--- config.mk ---
export PLATFORM = sky130hd
export DESIGN_NAME = uart_apb_fifo
export DESIGN_NICKNAME = d
export VERILOG_FILES = /design/src/rtl/uart_apb_fifo.sv
export SDC_FILE = /design/constraint.sdc
export NUM_CORES = 1
export LEC_CHECK = 0
export ABC_AREA = 0
export CAP_MARGIN = 20
export CORE_ASPECT_RATIO = 0.75
export CORE_MARGIN = 10
export CORE_UTILIZATION = 60
export CTS_BUF_LIST = sky130_fd_sc_hd__clkbuf_8
export CTS_CLUSTER_SIZE = 28
export DETAILED_ROUTE_END_ITERATION = 10
export PLACE_DENSITY = 0.81
export SYNTH_ARGS = -nofsm -noshare
export SYNTH_HDL_FRONTEND = slang
export SYNTH_SLANG_ARGS = --single-unit
--- constraint.sdc ---
create_clock -name clock -period 5.2 [get_ports clock]
set_clock_uncertainty 0.2 [all_clocks]
set_input_delay 1.04 -clock clock [delete_from_list [all_inputs] [get_ports clock]]
set_output_delay 1.04 -clock clock [all_outputs]
set_load 0.02 [all_outputs]
--- src/rtl/uart_apb_fifo.sv ---
// ---------------------------------------------------------------------------
// uart_apb_fifo
//
// APB-attached 8N1 UART with configurable-depth TX/RX FIFOs, a programmable
// 16-bit baud divisor, sticky error flags and a level interrupt. Zero-wait
// APB slave with a word-aligned register map:
//    0x00 DATA    write pushes TX FIFO, read pops RX FIFO
//    0x04 STATUS  [0] rx_nonempty [1] tx_full [2] tx_idle
//                 [3] rx_overrun (W1C) [4] framing_err (W1C)
//    0x08 CTRL    [0] tx_en [1] rx_en [2] rx_ie [3] tx_ie [4] loop (optional)
//    0x0C DIV     [15:0] bit period = DIV+1 clocks (minimum 4)
//    0x10 LEVEL   [15:0] TX count, [31:16] RX count
//
// Optional feature macro: UART_LOOPBACK_EN -- adds CTRL[4], which routes the
// internal TX serial stream into the receiver and holds the uart_tx pin high.
//
// Ports:
//    clock, reset         system clock (rising edge), async active-low reset
//    in_psel .. in_pstrb  APB slave port (in_pprot ignored, only pstrb[0] used)
//    uart_rx              asynchronous serial input
//    uart_tx              serial output, idle high
//    irq                  level interrupt, active high
// ---------------------------------------------------------------------------
module uart_apb_fifo #(
   parameter int          FIFO_DEPTH = 16,
   parameter logic [15:0] DIV_RESET  = 16'd867
) (
   input  logic        clock,
   input  logic        reset,
   input  logic        in_psel,
   input  logic        in_penable,
   input  logic [2:0]  in_pprot,
   output logic        in_pready,
   output logic        in_pslverr,
   input  logic [31:0] in_paddr,
   input  logic        in_pwrite,
   output logic [31:0] in_prdata,
   input  logic [31:0] in_pwdata,
   input  logic [3:0]  in_pstrb,
   input  logic        uart_rx,
   output logic        uart_tx,
   output logic        irq
);

   localparam int AW  = $clog2(FIFO_DEPTH);
   localparam int CW  = AW + 1;
   localparam int TXF = 0;
   localparam int RXF = 1;
   localparam logic [CW-1:0] FULL_COUNT = CW'(FIFO_DEPTH);

   localparam logic [2:0] ADDR_DATA   = 3'd0;
   localparam logic [2:0] ADDR_STATUS = 3'd1;
   localparam logic [2:0] ADDR_CTRL   = 3'd2;
   localparam logic [2:0] ADDR_DIV    = 3'd3;
   localparam logic [2:0] ADDR_LEVEL  = 3'd4;

   // ------------------------------------------------------------------
   // APB decode
   // ------------------------------------------------------------------
   logic       access;
   logic       wr_access;
   logic       rd_access;
   logic       strb0;
   logic [2:0] reg_sel;
   logic       addr_ok;

   assign access    = in_psel & in_penable;
   assign in_pready = access;
   assign wr_access = access & in_pwrite;
   assign rd_access = access & ~in_pwrite;
   assign strb0     = in_pstrb[0];
   assign reg_sel   = in_paddr[4:2];
   assign addr_ok   = (reg_sel <= ADDR_LEVEL);

   logic unused_bits;
   assign unused_bits = ^{in_pprot, in_paddr[31:5], in_paddr[1:0],
                          in_pwdata[31:16], in_pstrb[3:1]};

   // ------------------------------------------------------------------
   // Control / status registers
   // ------------------------------------------------------------------
   logic [3:0]  ctrl_reg;
   logic [15:0] div_reg;
   logic        overrun_reg;
   logic        ferr_reg;
   logic        loop_en;
   logic [15:0] div_eff;

   logic tx_en, rx_en, rx_ie, tx_ie;
   assign tx_en = ctrl_reg[0];
   assign rx_en = ctrl_reg[1];
   assign rx_ie = ctrl_reg[2];
   assign tx_ie = ctrl_reg[3];

   // Divisors below 3 would leave no room for a mid-bit sample.
   assign div_eff = (div_reg < 16'd3) ? 16'd3 : div_reg;

   // ------------------------------------------------------------------
   // FIFOs: index TXF = transmit, RXF = receive. Head is read
   // combinationally so a DATA read returns it in the same access phase.
   // ------------------------------------------------------------------
   logic [1:0]          fifo_push;
   logic [1:0]          fifo_pop;
   logic [1:0][7:0]     fifo_wdata;
   logic [1:0][7:0]     fifo_head;
   logic [1:0][CW-1:0]  fifo_count;

   generate
      for (genvar gi = 0; gi < 2; gi++) begin : g_fifo
         logic [7:0]    mem [FIFO_DEPTH];
         logic [AW-1:0] wr_ptr_reg;
         logic [AW-1:0] rd_ptr_reg;
         logic [CW-1:0] count_reg;

         always_ff @(posedge clock) begin
            if (fifo_push[gi]) mem[wr_ptr_reg] <= fifo_wdata[gi];
         end

         always_ff @(posedge clock or negedge reset) begin
            if (!reset) begin
               wr_ptr_reg <= '0;
               rd_ptr_reg <= '0;
               count_reg  <= '0;
            end else begin
               if (fifo_push[gi]) wr_ptr_reg <= wr_ptr_reg + 1'b1;
               if (fifo_pop[gi])  rd_ptr_reg <= rd_ptr_reg + 1'b1;
               case ({fifo_push[gi], fifo_pop[gi]})
                  2'b10:   count_reg <= count_reg + 1'b1;
                  2'b01:   count_reg <= count_reg - 1'b1;
                  default: count_reg <= count_reg;
               endcase
            end
         end

         assign fifo_head[gi]  = mem[rd_ptr_reg];
         assign fifo_count[gi] = count_reg;
      end
   endgenerate

   logic tx_full, tx_empty, rx_full, rx_empty;
   assign tx_full  = (fifo_count[TXF] == FULL_COUNT);
   assign tx_empty = (fifo_count[TXF] == '0);
   assign rx_full  = (fifo_count[RXF] == FULL_COUNT);
   assign rx_empty = (fifo_count[RXF] == '0);

   // ------------------------------------------------------------------
   // Transmitter
   // ------------------------------------------------------------------
   typedef enum logic [1:0] {TX_IDLE, TX_START, TX_DATA, TX_STOP} tx_state_t;

   tx_state_t   tx_state_reg, tx_state_next;
   logic [15:0] tx_cnt_reg, tx_cnt_next;
   logic [2:0]  tx_bit_reg, tx_bit_next;
   logic [7:0]  tx_shift_reg, tx_shift_next;
   logic        tx_line_reg, tx_line_next;
   logic        tx_pop;

   always_ff @(posedge clock or negedge reset) begin
      if (!reset) begin
         tx_state_reg <= TX_IDLE;
         tx_cnt_reg   <= '0;
         tx_bit_reg   <= '0;
         tx_shift_reg <= '0;
         tx_line_reg  <= 1'b1;
      end else begin
         tx_state_reg <= tx_state_next;
         tx_cnt_reg   <= tx_cnt_next;
         tx_bit_reg   <= tx_bit_next;
         tx_shift_reg <= tx_shift_next;
         tx_line_reg  <= tx_line_next;
      end
   end

   always_comb begin
      tx_state_next = tx_state_reg;
      tx_cnt_next   = tx_cnt_reg;
      tx_bit_next   = tx_bit_reg;
      tx_shift_next = tx_shift_reg;
      tx_pop        = 1'b0;
      // The line is registered from the current state, so it lags the
      // state register by one clock; every bit still lasts DIV+1 clocks.
      case (tx_state_reg)
         TX_START: tx_line_next = 1'b0;
         TX_DATA:  tx_line_next = tx_shift_reg[0];
         default:  tx_line_next = 1'b1;
      endcase

      case (tx_state_reg)
         TX_IDLE: begin
            if (tx_en && !tx_empty) begin
               tx_pop        = 1'b1;
               tx_shift_next = fifo_head[TXF];
               tx_cnt_next   = div_eff;
               tx_state_next = TX_START;
            end
         end
         TX_START: begin
            if (tx_cnt_reg == '0) begin
               tx_cnt_next   = div_eff;
               tx_bit_next   = '0;
               tx_state_next = TX_DATA;
            end else begin
               tx_cnt_next = tx_cnt_reg - 1'b1;
            end
         end
         TX_DATA: begin
            if (tx_cnt_reg == '0) begin
               tx_cnt_next   = div_eff;
               tx_shift_next = {1'b0, tx_shift_reg[7:1]};
               if (tx_bit_reg == 3'd7) begin
                  tx_state_next = TX_STOP;
               end else begin
                  tx_bit_next = tx_bit_reg + 1'b1;
               end
            end else begin
               tx_cnt_next = tx_cnt_reg - 1'b1;
            end
         end
         TX_STOP: begin
            if (tx_cnt_reg == '0) begin
               // Chain straight into the next start bit when more data waits.
               if (tx_en && !tx_empty) begin
                  tx_pop        = 1'b1;
                  tx_shift_next = fifo_head[TXF];
                  tx_cnt_next   = div_eff;
                  tx_state_next = TX_START;
               end else begin
                  tx_state_next = TX_IDLE;
               end
            end else begin
               tx_cnt_next = tx_cnt_reg - 1'b1;
            end
         end
         default: tx_state_next = TX_IDLE;
      endcase
   end

   logic tx_idle;
   assign tx_idle = tx_empty & (tx_state_reg == TX_IDLE);

   // ------------------------------------------------------------------
   // Receiver
   // ------------------------------------------------------------------
   typedef enum logic [1:0] {RX_IDLE, RX_START, RX_DATA, RX_STOP} rx_state_t;

   rx_state_t   rx_state_reg, rx_state_next;
   logic [15:0] rx_cnt_reg, rx_cnt_next;
   logic [2:0]  rx_bit_reg, rx_bit_next;
   logic [7:0]  rx_shift_reg, rx_shift_next;
   logic        rx_sync1_reg, rx_sync2_reg, rx_prev_reg;
   logic        rx_in;
   logic        rx_good;
   logic        rx_ferr;
   logic        rx_pop;

   assign rx_in = loop_en ? tx_line_reg : rx_sync2_reg;

   always_ff @(posedge clock or negedge reset) begin
      if (!reset) begin
         rx_sync1_reg <= 1'b1;
         rx_sync2_reg <= 1'b1;
         rx_prev_reg  <= 1'b1;
         rx_state_reg <= RX_IDLE;
         rx_cnt_reg   <= '0;
         rx_bit_reg   <= '0;
         rx_shift_reg <= '0;
      end else begin
         rx_sync1_reg <= uart_rx;
         rx_sync2_reg <= rx_sync1_reg;
         rx_prev_reg  <= rx_in;
         rx_state_reg <= rx_state_next;
         rx_cnt_reg   <= rx_cnt_next;
         rx_bit_reg   <= rx_bit_next;
         rx_shift_reg <= rx_shift_next;
      end
   end

   always_comb begin
      rx_state_next = rx_state_reg;
      rx_cnt_next   = rx_cnt_reg;
      rx_bit_next   = rx_bit_reg;
      rx_shift_next = rx_shift_reg;
      rx_good       = 1'b0;
      rx_ferr       = 1'b0;
      case (rx_state_reg)
         RX_IDLE: begin
            if (rx_prev_reg && !rx_in) begin
               // Half a period to land the first sample mid start bit.
               rx_cnt_next   = div_eff >> 1;
               rx_state_next = RX_START;
            end
         end
         RX_START: begin
            if (rx_cnt_reg == '0) begin
               if (rx_in) begin
                  rx_state_next = RX_IDLE;
               end else begin
                  rx_cnt_next   = div_eff;
                  rx_bit_next   = '0;
                  rx_state_next = RX_DATA;
               end
            end else begin
               rx_cnt_next = rx_cnt_reg - 1'b1;
            end
         end
         RX_DATA: begin
            if (rx_cnt_reg == '0) begin
               rx_shift_next = {rx_in, rx_shift_reg[7:1]};
               rx_cnt_next   = div_eff;
               if (rx_bit_reg == 3'd7) begin
                  rx_state_next = RX_STOP;
               end else begin
                  rx_bit_next = rx_bit_reg + 1'b1;
               end
            end else begin
               rx_cnt_next = rx_cnt_reg - 1'b1;
            end
         end
         RX_STOP: begin
            if (rx_cnt_reg == '0) begin
               rx_state_next = RX_IDLE;
               if (rx_in) rx_good = 1'b1;
               else       rx_ferr = 1'b1;
            end else begin
               rx_cnt_next = rx_cnt_reg - 1'b1;
            end
         end
         default: rx_state_next = RX_IDLE;
      endcase
      if (!rx_en) begin
         rx_state_next = RX_IDLE;
         rx_good       = 1'b0;
         rx_ferr       = 1'b0;
      end
   end

   // ------------------------------------------------------------------
   // FIFO hookup. A full FIFO still accepts when it is popped in the same
   // cycle: the write lands in the slot the pop is vacating.
   // ------------------------------------------------------------------
   logic sel_data;
   logic rx_overrun_set;

   assign sel_data = (reg_sel == ADDR_DATA);
   assign rx_pop   = rd_access & sel_data & ~rx_empty;

   assign fifo_wdata[TXF] = in_pwdata[7:0];
   assign fifo_push[TXF]  = wr_access & sel_data & strb0 & (~tx_full | tx_pop);
   assign fifo_pop[TXF]   = tx_pop;

   assign fifo_wdata[RXF] = rx_shift_reg;
   assign fifo_push[RXF]  = rx_good & (~rx_full | rx_pop);
   assign fifo_pop[RXF]   = rx_pop;
   assign rx_overrun_set  = rx_good & rx_full & ~rx_pop;

   // ------------------------------------------------------------------
   // Register writes and sticky flags (set wins over a same-cycle clear)
   // ------------------------------------------------------------------
   logic reg_wr;
   assign reg_wr = wr_access & strb0;

   always_ff @(posedge clock or negedge reset) begin
      if (!reset) begin
         ctrl_reg    <= '0;
         div_reg     <= DIV_RESET;
         overrun_reg <= 1'b0;
         ferr_reg    <= 1'b0;
      end else begin
         if (reg_wr && reg_sel == ADDR_CTRL) ctrl_reg <= in_pwdata[3:0];
         if (reg_wr && reg_sel == ADDR_DIV)  div_reg  <= in_pwdata[15:0];
         if (reg_wr && reg_sel == ADDR_STATUS && in_pwdata[3]) overrun_reg <= 1'b0;
         if (reg_wr && reg_sel == ADDR_STATUS && in_pwdata[4]) ferr_reg    <= 1'b0;
         if (rx_overrun_set) overrun_reg <= 1'b1;
         if (rx_ferr)        ferr_reg    <= 1'b1;
      end
   end

`ifdef UART_LOOPBACK_EN
   logic loop_reg;
   always_ff @(posedge clock or negedge reset) begin
      if (!reset) begin
         loop_reg <= 1'b0;
      end else if (reg_wr && reg_sel == ADDR_CTRL) begin
         loop_reg <= in_pwdata[4];
      end
   end
   assign loop_en = loop_reg;
`else
   assign loop_en = 1'b0;
`endif

   // ------------------------------------------------------------------
   // Read mux and error response, both combinational in the access phase
   // ------------------------------------------------------------------
   always_comb begin
      in_prdata  = '0;
      in_pslverr = 1'b0;
      if (access) begin
         if (!addr_ok) begin
            in_pslverr = 1'b1;
         end else if (in_pwrite) begin
            if (sel_data && strb0 && tx_full && !tx_pop) in_pslverr = 1'b1;
         end else begin
            case (reg_sel)
               ADDR_DATA: begin
                  if (rx_empty) in_pslverr = 1'b1;
                  else          in_prdata  = {24'd0, fifo_head[RXF]};
               end
               ADDR_STATUS: in_prdata = {27'd0, ferr_reg, overrun_reg, tx_idle,
                                         tx_full, ~rx_empty};
               ADDR_CTRL:   in_prdata = {27'd0, loop_en, ctrl_reg};
               ADDR_DIV:    in_prdata = {16'd0, div_reg};
               default:     in_prdata = {16'(fifo_count[RXF]), 16'(fifo_count[TXF])};
            endcase
         end
      end
   end

   assign uart_tx = loop_en ? 1'b1 : tx_line_reg;
   assign irq     = (rx_ie & ~rx_empty) | (tx_ie & tx_empty);

endmodule

### Word level (Yosys, flattened, before mapping)

Memory sizes are Yosys's and may differ from the RTL's.
Index checks and enable logic that the tools add are counted.
Widths: inputs -> output; s select.

* output and inout bits: 36
* flip-flop bits (word level): 110
* input port bits: 77
* bits in writable memories: 256
* memories: 2

* add/sub/neg operators: 12
* multiplexer cells: 72
* reduce and logical (&&, ||, !) cells: 35
* bitwise gates (word level): 23
* order comparisons: 2
* equal/unequal tests: 35

Memory list
* g_fifo[0].mem: depth 16, bits a word 8, read ports 1, clocked after Yosys merged registers in 0, write ports 1, RTL line 110 `logic [7:0] mem [FIFO_DEPTH];`
* g_fifo[1].mem: depth 16, bits a word 8, read ports 1, clocked after Yosys merged registers in 0, write ports 1, RTL line 110

Operator list (number)
* $mux 16: 9
* $pmux 32 s4: 1
* $mux 32: 3
* $pmux 16 s4: 1
* $pmux 16 s3: 1
* $logic_not 16->1: 2
* $mux 8: 4
* $sub 16x1->16 const B: 2
* $mux 1: 25
* $mux 2: 12
* $ne 2x2->1 const B: 12
* $pmux 8 s3: 1
* $mux 3: 7
* $pmux 5 s2: 2
* $ne 3x3->1 const B: 6
* $add 4x1->4 const B: 4
* $lt 16x2->1 const B: 1
* $pmux 2 s4: 2
* $and 1x1->1: 15
* $reduce_and 5->1: 3
* $eq 2x2->1 const B: 6
* $pmux 3 s2: 2
* $reduce_bool 2->1: 6
* $add 5x1->5 const B: 2
* other kinds (21): 50

### Depth between registers and ports, before layout

Gate-level depths: netlist (run 1).

* word-level depth: 12
* depth in mapped cells: 15
* gate-level depth less buffers: 13

### Worst setup path after synthesis (run 1)

OpenSTA, ideal clock, no wires.

* path type: register to output
* from: register g_fifo[1].rd_ptr_reg[0]
* to: output in_prdata[1]
* arrival time: 2.503 ns
* path buffers: 2
* setup slack: 1.457 ns
* cell stages (with the launch flop): 7
* path through: dfrtp_1 -> clkbuf_1 -> buf_1 -> mux4_2 -> mux4_2 -> nand2_1 -> o21ai_0

* cells in the longest elaborated chain, start to end: 6

Ends and longest elaborated chain
* start: declaration: RTL line 112 `logic [AW-1:0] rd_ptr_reg;`
* start signal: assignment: RTL line 126 `if (fifo_pop[gi]) rd_ptr_reg <= rd_ptr_reg + 1'b1;`
* $mem_v2 16x8
* $mux 8: RTL line 406 `if (rx_empty) in_pslverr = 1'b1;`
* $pmux 32 s4: RTL line 404 `case (reg_sel)`
* $mux 32: RTL line 401 `end else if (in_pwrite) begin`
* $mux 32: RTL line 399 `if (!addr_ok) begin`
* $mux 32: RTL line 398 `if (access) begin`
* end: declaration: RTL line 37 `output logic [31:0] in_prdata,`

Every way passes these cells.

### Worst setup path after layout (run 1)

* from: register tx_cnt_reg[6]
* to: output in_pslverr

* cells in the longest elaborated chain, start to end: 9

Ends and longest elaborated chain
* start: declaration: RTL line 152 `logic [15:0] tx_cnt_reg, tx_cnt_next;`
* start signal: assignment: RTL line 167 `tx_cnt_reg <= tx_cnt_next;`
* $logic_not 16->1: RTL line 220 `if (tx_cnt_reg == '0) begin`
* $mux 1: RTL line 220
* $pmux 1 s2: RTL line 188 `case (tx_state_reg)`
* $logic_not 1->1: RTL line 402 `if (sel_data && strb0 && tx_full && !tx_pop) in_pslverr = 1'b1;`
* $logic_and 1x1->1: RTL line 402
* $mux 1: RTL line 402
* $mux 1: RTL line 401
* $mux 1: RTL line 399
* $mux 1: RTL line 398
* end: declaration: RTL line 34 `output logic in_pslverr,`

Every way passes these cells.

==> results of run 1 <==
metrics by stage:
stage                     std cells  hold slack [ns]  util (%)  power, mW  instance area (um2)
after global routing           1718            0.165      67.9       8.40                19000
after CTS                      1716            0.159      67.8       8.00                18900
after detailed placement       1621            0.150      64.2       5.80                17900
after floorplan                1220            0.145         -       5.24                17000
after global placement         1621            0.149      64.2       5.72                17900
final                          1718            0.158      67.9       7.97                19000
worst register-to-register path: stages (launching register included):
cell and delay, ns:
dfrtp_1 0.48, or4_4 0.57, and4bb_1 0.50, a31oi_1 0.24, o41ai_2 0.68, nand2_1 0.32, nor2_1 0.72
power groups by stage:
stage	combinational (mW)	clock, mW	sequential [mW]
finish	2.11	2.19	3.67
floorplan	1.71	0	3.53
global placement	2.00	0	3.71
CTS	2.09	2.24	3.67
detailed placement	2.08	0	3.72
global route	2.32	2.37	3.72
placed cells by master, fill, tap and decap left out, types with 33 or more instances in the layout:
master             n
nor2_1            87
clkdlybuf4s50_1   49
nand2_1           95
mux2_2            39
clkbuf_8          55
inv_1             47
buf_4             45
mux4_2            70
edfxtp_1         256
o21ai_0           40
ha_1              33
dfrtp_1           98
a21oi_1           39
layout make-up:
cell class	count	area share [%]
clock buffers	55	3.99
diodes	1	0.0132
inverters	30	0.594
flip-flops and latches	366	55.2
well taps	385	2.54
multi-input cells	746	31.9
clock inverters	40	1.32
repair buffers	95	4.48
path summary, 6_finish.rpt:
| check | slack (ns) | from | cells after the start | endpoint |
|---|---|---|---|---|
| setup / recovery | 0.35 | tx_cnt_reg[6] | 7 | in_pslverr |
| hold / removal | 0.16 | rx_sync1_reg | 0 | rx_in |
| setup reg to reg | 1.12 | tx_cnt_reg[6] | 6 | g_fifo[0].mem[7][3] |
| hold reg to reg | 0.16 | rx_sync1_reg | 0 | rx_in |
| max in group asynchronous | 3.50 | reset | 2 | div_reg[9] |
| min in group asynchronous | 0.30 | reset | 1 | tx_shift_reg[5] |
logic make-up after synthesis:
family | after synthesis
buffers and inverters | 108
flip-flops | 366
adder cells (fa/ha/maj) | 35
multiplexers | 141
other | 1
XOR/XNOR | 35
AO/OA/AOI/OAI | 203
AND/OR/NAND/NOR | 321
routing by layer:
metal,vias up,part of all wire [%]
li1,4778,-
met1,5314,42
met2,455,48
met3,65,7.5
met4,0,2.6
met5,-,0
==> metrics.cfg, run 1 <==
[sta]
setup_viol = 0
fmax_mhz = 206
maxSlewViolCount = 0
min_period_ns = 4.85
tightestPinTransition_ns = 1.03
hold_viol = 0
relSlewSlack_pct = 31.4
tns_ns = 0
rsz0062_at_grt = no
fin_crit_sh_pct = 93.3
worst_slack_ns = 0.351

[global_route]
use_met1_pct = 29.9
grtUsageMet2_pct = 33.3
antenna_found_initial = 1
grt_max_degree = 59
busiest_layer = met2
grt_first_pass_wirelength_um = 58600
first_global_vias = 10400
gr-usage-all-layers_pct = 21.3
grt-ovfl-total = 0
grt_use_met3_pct = 3.64

[worst_hold_path]
holdCritPathClass = reg -> reg

[yosys]
yosysSeqAreaShare_pct = 61.8
synth_common_cells = edfxtp_1 (256), dfrtp_1 (100), nand2_1 (95)
synth-async-reset-ratio_pct = 30.1
syn_inst = 1210
synth.most_common_cell = edfxtp_1
synth-edff-count = 256
yosys.area_share.adder_pct = 2.68
synth.avg_cell_area_um2 = 14.0
synth_cell_types = 70
synth_area_mm2 = 0.0169
ys_top_cells_by_area = edfxtp_1 (45%), dfrtp_1 (15%), mux4_2 (9.3%), mux2_2 (2.6%), ha_1 (2.4%)
synthMuxAreaShare_pct = 13.9
synth-compound-area-share_pct = 8.08
ys_ff_latch = 366
synthFlopType = edfxtp_1
yosysWarnings = 0
yosys.area_share.simple_pct = 8.97
synthXorXnorAreaFrac_pct = 1.81
synth_top_family_by_area = multiplexers
synth.largest_area_cell = edfxtp_1
yosys.area.top_type_share_pct = 45.4

[finish]
fillers = 1866
nets = 1404
drive_gt1_share_pct = 18.8
multi_input_area_mm2 = 0.00604
regArea_mm2 = 0.0105
area_growth_pct = 12.0
largest_register_ffs = 256
regMostFlops = g_fifo.mem

[clock_network]
ctsResizeCount = 0
htree_levels = 2
cts_tree = done
ctsRootBufferMaster = clkbuf_8
cts_hold_buf = 0
clk_latency_ns = 0.61
cts.clk_slew.worst_paths_ns = 0.07
cts.sinks = 366
clockBufferDepth = 3
numCtsBuffers = 53
post_cts.repair.setup_buffers = 0

[place]
place_congestion = 0.882
dp_hpwl_um = 24700
dp_slack_ns = 0.562
io_buffers = 50

[critical_path]
critical-path-top-delay-family = simple AND/OR/NAND/NOR gates
cp.required_ns = 3.96
worstPathCellList = or4_4, and4bb_1, a31oi_1, or3_1, a31oi_1, nor2_1, clkdlybuf4s50_1
cp_data_arrival_time_ns = 3.61
path_common_cell = a31oi_1
crit_buf_inv = 1
critPathLaunchType = flop
worst-path-max-fanout = 9
end_kind = output port
crit_slowest_cell = or4_4
slowest_delay_ns = 0.57
path_class = reg -> out

[drt]
drtPass1Iterations = 5
num_vias = 10600
post-route-drc-count = 0
drtIter0Drc = 975
drt_wl_total_um = 37100
antenna_left = 0
wl_per_cell_um = 21.6
vias_per_cell = 6.18

[pwr]
peakVddDrop_uv = 277
seq_power_share_pct = 46.1
power_density_mw_per_mm2 = 421
p_int_mw = 5.39
pwr-share-comb_pct = 26.5
p_leak_nw = 6.93
p_sw_mw = 2.58
netSwitchingFraction_pct = 32.3
p_clk_share_pct = 27.5

[die]
die_h_um = 165
io_pins = 113
core-area_mm2 = 0.0279
placementRows = 53
fp.dieW_um = 214
start_util_pct = 60.6
dieArea_mm2 = 0.0354

[outcome]
run_status = finished clean

[run]
cap_violations = 0

No activity file was read; power rests on OpenSTA's default activity.
==> run 2: changes to the inputs <==
--- a/config.mk
+++ b/config.mk
@@ -11,8 +11,9 @@
 export CORE_MARGIN = 10
 export CORE_UTILIZATION = 60
 export CTS_BUF_LIST = sky130_fd_sc_hd__clkbuf_8
-export CTS_CLUSTER_SIZE = 28
+export CTS_CLUSTER_SIZE = 12
 export DETAILED_ROUTE_END_ITERATION = 10
+export GPL_ROUTABILITY_DRIVEN = 0
 export PLACE_DENSITY = 0.81
 export SYNTH_ARGS = -nofsm -noshare
 export SYNTH_HDL_FRONTEND = slang
==> results of run 2 <==
Same layout as run 1: the final DEF is identical, and so are final timing and power.
==> run 3: changes to the inputs <==
==> constraint.sdc (replaced) <==
create_clock -name clock -period 5.3 [get_ports clock]
set_clock_uncertainty 0.2 [all_clocks]
set_input_delay 1.06 -clock clock [delete_from_list [all_inputs] [get_ports clock]]
set_output_delay 1.06 -clock clock [all_outputs]
set_load 0.02 [all_outputs]
==> metrics.cfg, run 3 (synthesized netlist as in run 1, its figures left out) <==
[outcome]
run_status = finished clean  ; unchanged

[drt]
post-route-drc-count = 0  ; unchanged
num_vias = 10700  ; was 10600
drtPass1Iterations = 5  ; unchanged
wl_per_cell_um = 21.8  ; was 21.6 um
drtIter0Drc = 1201  ; was 975
drt_wl_total_um = 37600  ; was 37100 um
vias_per_cell = 6.20  ; was 6.18
antenna_left = 0  ; unchanged

[die]
fp.dieW_um = 214  ; unchanged
core-area_mm2 = 0.0279  ; unchanged
start_util_pct = 60.6  ; unchanged
placementRows = 53  ; unchanged
io_pins = 113  ; unchanged
dieArea_mm2 = 0.0354  ; unchanged
die_h_um = 165  ; unchanged

[sta]
fin_crit_sh_pct = 94.1
tightestPinTransition_ns = 1.03  ; about the same
min_period_ns = 4.99
maxSlewViolCount = 0  ; unchanged
hold_viol = 0  ; unchanged
rsz0062_at_grt = no  ; unchanged
relSlewSlack_pct = 31.3  ; was 31.4%
tns_ns = 0  ; unchanged
setup_viol = 0  ; unchanged
fmax_mhz = 201

[finish]
regArea_mm2 = 0.0105  ; unchanged
drive_gt1_share_pct = 19.4  ; was 18.8%
nets = 1410  ; was 1404
area_growth_pct = 13.3  ; was 12.0%
layout_commonest_cell = edfxtp_1  ; unchanged
fillers = 1870  ; was 1866
final_cell_mix = edfxtp_1 (256), dfrtp_1 (98), nand2_1 (95), nor2_1 (87), mux4_2 (70)  ; unchanged
regMostFlops = g_fifo.mem  ; unchanged
largest_register_ffs = 256  ; unchanged
multi_input_area_mm2 = 0.00605  ; was 0.00604 mm2

[clock_network]
post_cts.repair.setup_buffers = 0  ; unchanged
ctsResizeCount = 0  ; unchanged
cts_hold_buf = 0  ; unchanged
cts_tree = done  ; unchanged
numCtsBuffers = 53  ; unchanged
clockBufferDepth = 3  ; unchanged
htree_levels = 2  ; unchanged
clk_latency_ns = 0.63  ; was 0.61 ns
cts.clk_slew.worst_paths_ns = 0.06  ; was 0.07 ns
cts.sinks = 366  ; unchanged
ctsRootBufferMaster = clkbuf_8  ; unchanged

[global_route]
gr-usage-all-layers_pct = 21.8  ; was 21.3%
grt_first_pass_wirelength_um = 60100  ; was 58600 um
grt-ovfl-total = 0  ; unchanged
antenna_found_initial = 1  ; unchanged
grt_max_degree = 47  ; was 59
first_global_vias = 10700  ; was 10400

[critical_path]
cp.required_ns = 4.04  ; was 3.96 ns
cp_data_arrival_time_ns = 3.73  ; was 3.61 ns
worst-path-max-fanout = 10  ; was 9
reg2reg_slack_ns = 1.12  ; about the same
critPathLaunchType = flop  ; unchanged
path_class = reg -> out  ; unchanged
end_kind = output port  ; unchanged

[place]
io_buffers = 50  ; unchanged
dp_hpwl_um = 24700  ; about the same

[pwr]
peakVddDrop_uv = 281  ; was 277 uV
power_density_mw_per_mm2 = 424  ; was 421 mW/mm2
p_leak_nw = 7.06  ; was 6.93 nW
pwr-share-comb_pct = 25.0  ; was 26.5%
p_int_mw = 5.61  ; was 5.39 mW
p_sw_mw = 2.53  ; was 2.58 mW
netSwitchingFraction_pct = 31.1  ; was 32.3%
finalPower_mw = 8.13  ; was 7.97 mW
seq_power_share_pct = 44.7  ; was 46.1%
p_clk_share_pct = 30.4  ; was 27.5%

[run]
cap_violations = 0  ; unchanged

[worst_hold_path]
holdCritPathClass = reg -> reg  ; unchanged

[run 3: critical path, stage by stage, from the launching register on]
cell,delay [ns]
dfrtp_1,0.48
or4_4,0.57
and4bb_1,0.51
a31oi_1,0.23
or3_4,0.48
a31oi_1,0.17
nor2_1,0.11
clkdlybuf4s50_1,0.56
[run 3: worst paths after layout]
path	startpoint	endpoint	cells after the start
max	tx_cnt_reg[6]	in_pslverr	7
min	rx_sync1_reg	rx_in	0
max reg2reg	rx_cnt_reg[3]	g_fifo[1].mem[12][1]	6
min reg2reg	rx_sync1_reg	rx_in	0
max in group asynchronous	reset	rx_sync1_reg	2
min in group asynchronous	reset	g_fifo[0].rd_ptr_reg[1]	1
[run 3: final cells by class]
type	count	area share, %
diodes	1	0.0131
clock buffers	60	4.31
clock inverters	39	1.90
inverters	30	0.587
multi-input cells	746	31.6
flip-flops and latches	366	54.5
well taps	385	2.51
repair buffers	101	4.59
[run 3: metal layers]
| metal | GRT usage [%] | up-vias | share of wire (%) | wire [um] |
|---|---|---|---|---|
| li1 | - | 4809 | - | - |
| met3 | 3.83 | 82 | 6.9 | 2580 |
| met4 | 7.59 | 0 | 2.9 | 1080 |
| met2 | 34.3 | 439 | 48 | 17900 |
| met1 | 30.3 | 5383 | 43 | 16000 |
| met5 | 0 | - | 0 | 0 |
[run 3: power by group through the flow]
stage	combinational, mW	sequential, mW	clock, mW
2_1_floorplan	1.68	3.47	0
3_3_place_gp	1.93	3.67	0
3_5_place_dp	2.01	3.68	0
4_1_cts	2.02	3.63	2.51
5_1_grt	2.24	3.68	2.64
6_report	2.03	3.63	2.47
[run 3: through the flow]
step | instance area [um2] | std cells | setup slack (ns) | utilization (%) | hold WS [ns]
global route | 19200 | 1728 | 0.159 | 68.7 | 0.165
detailed placement | 18000 | 1628 | 0.521 | 64.4 | 0.147
floorplan | 17000 | 1220 | 1.54 | - | 0.145
finish | 19200 | 1728 | 0.313 | 68.7 | 0.155
CTS | 19200 | 1727 | 0.177 | 68.6 | 0.156
global placement | 18000 | 1627 | 0.567 | 64.4 | 0.148
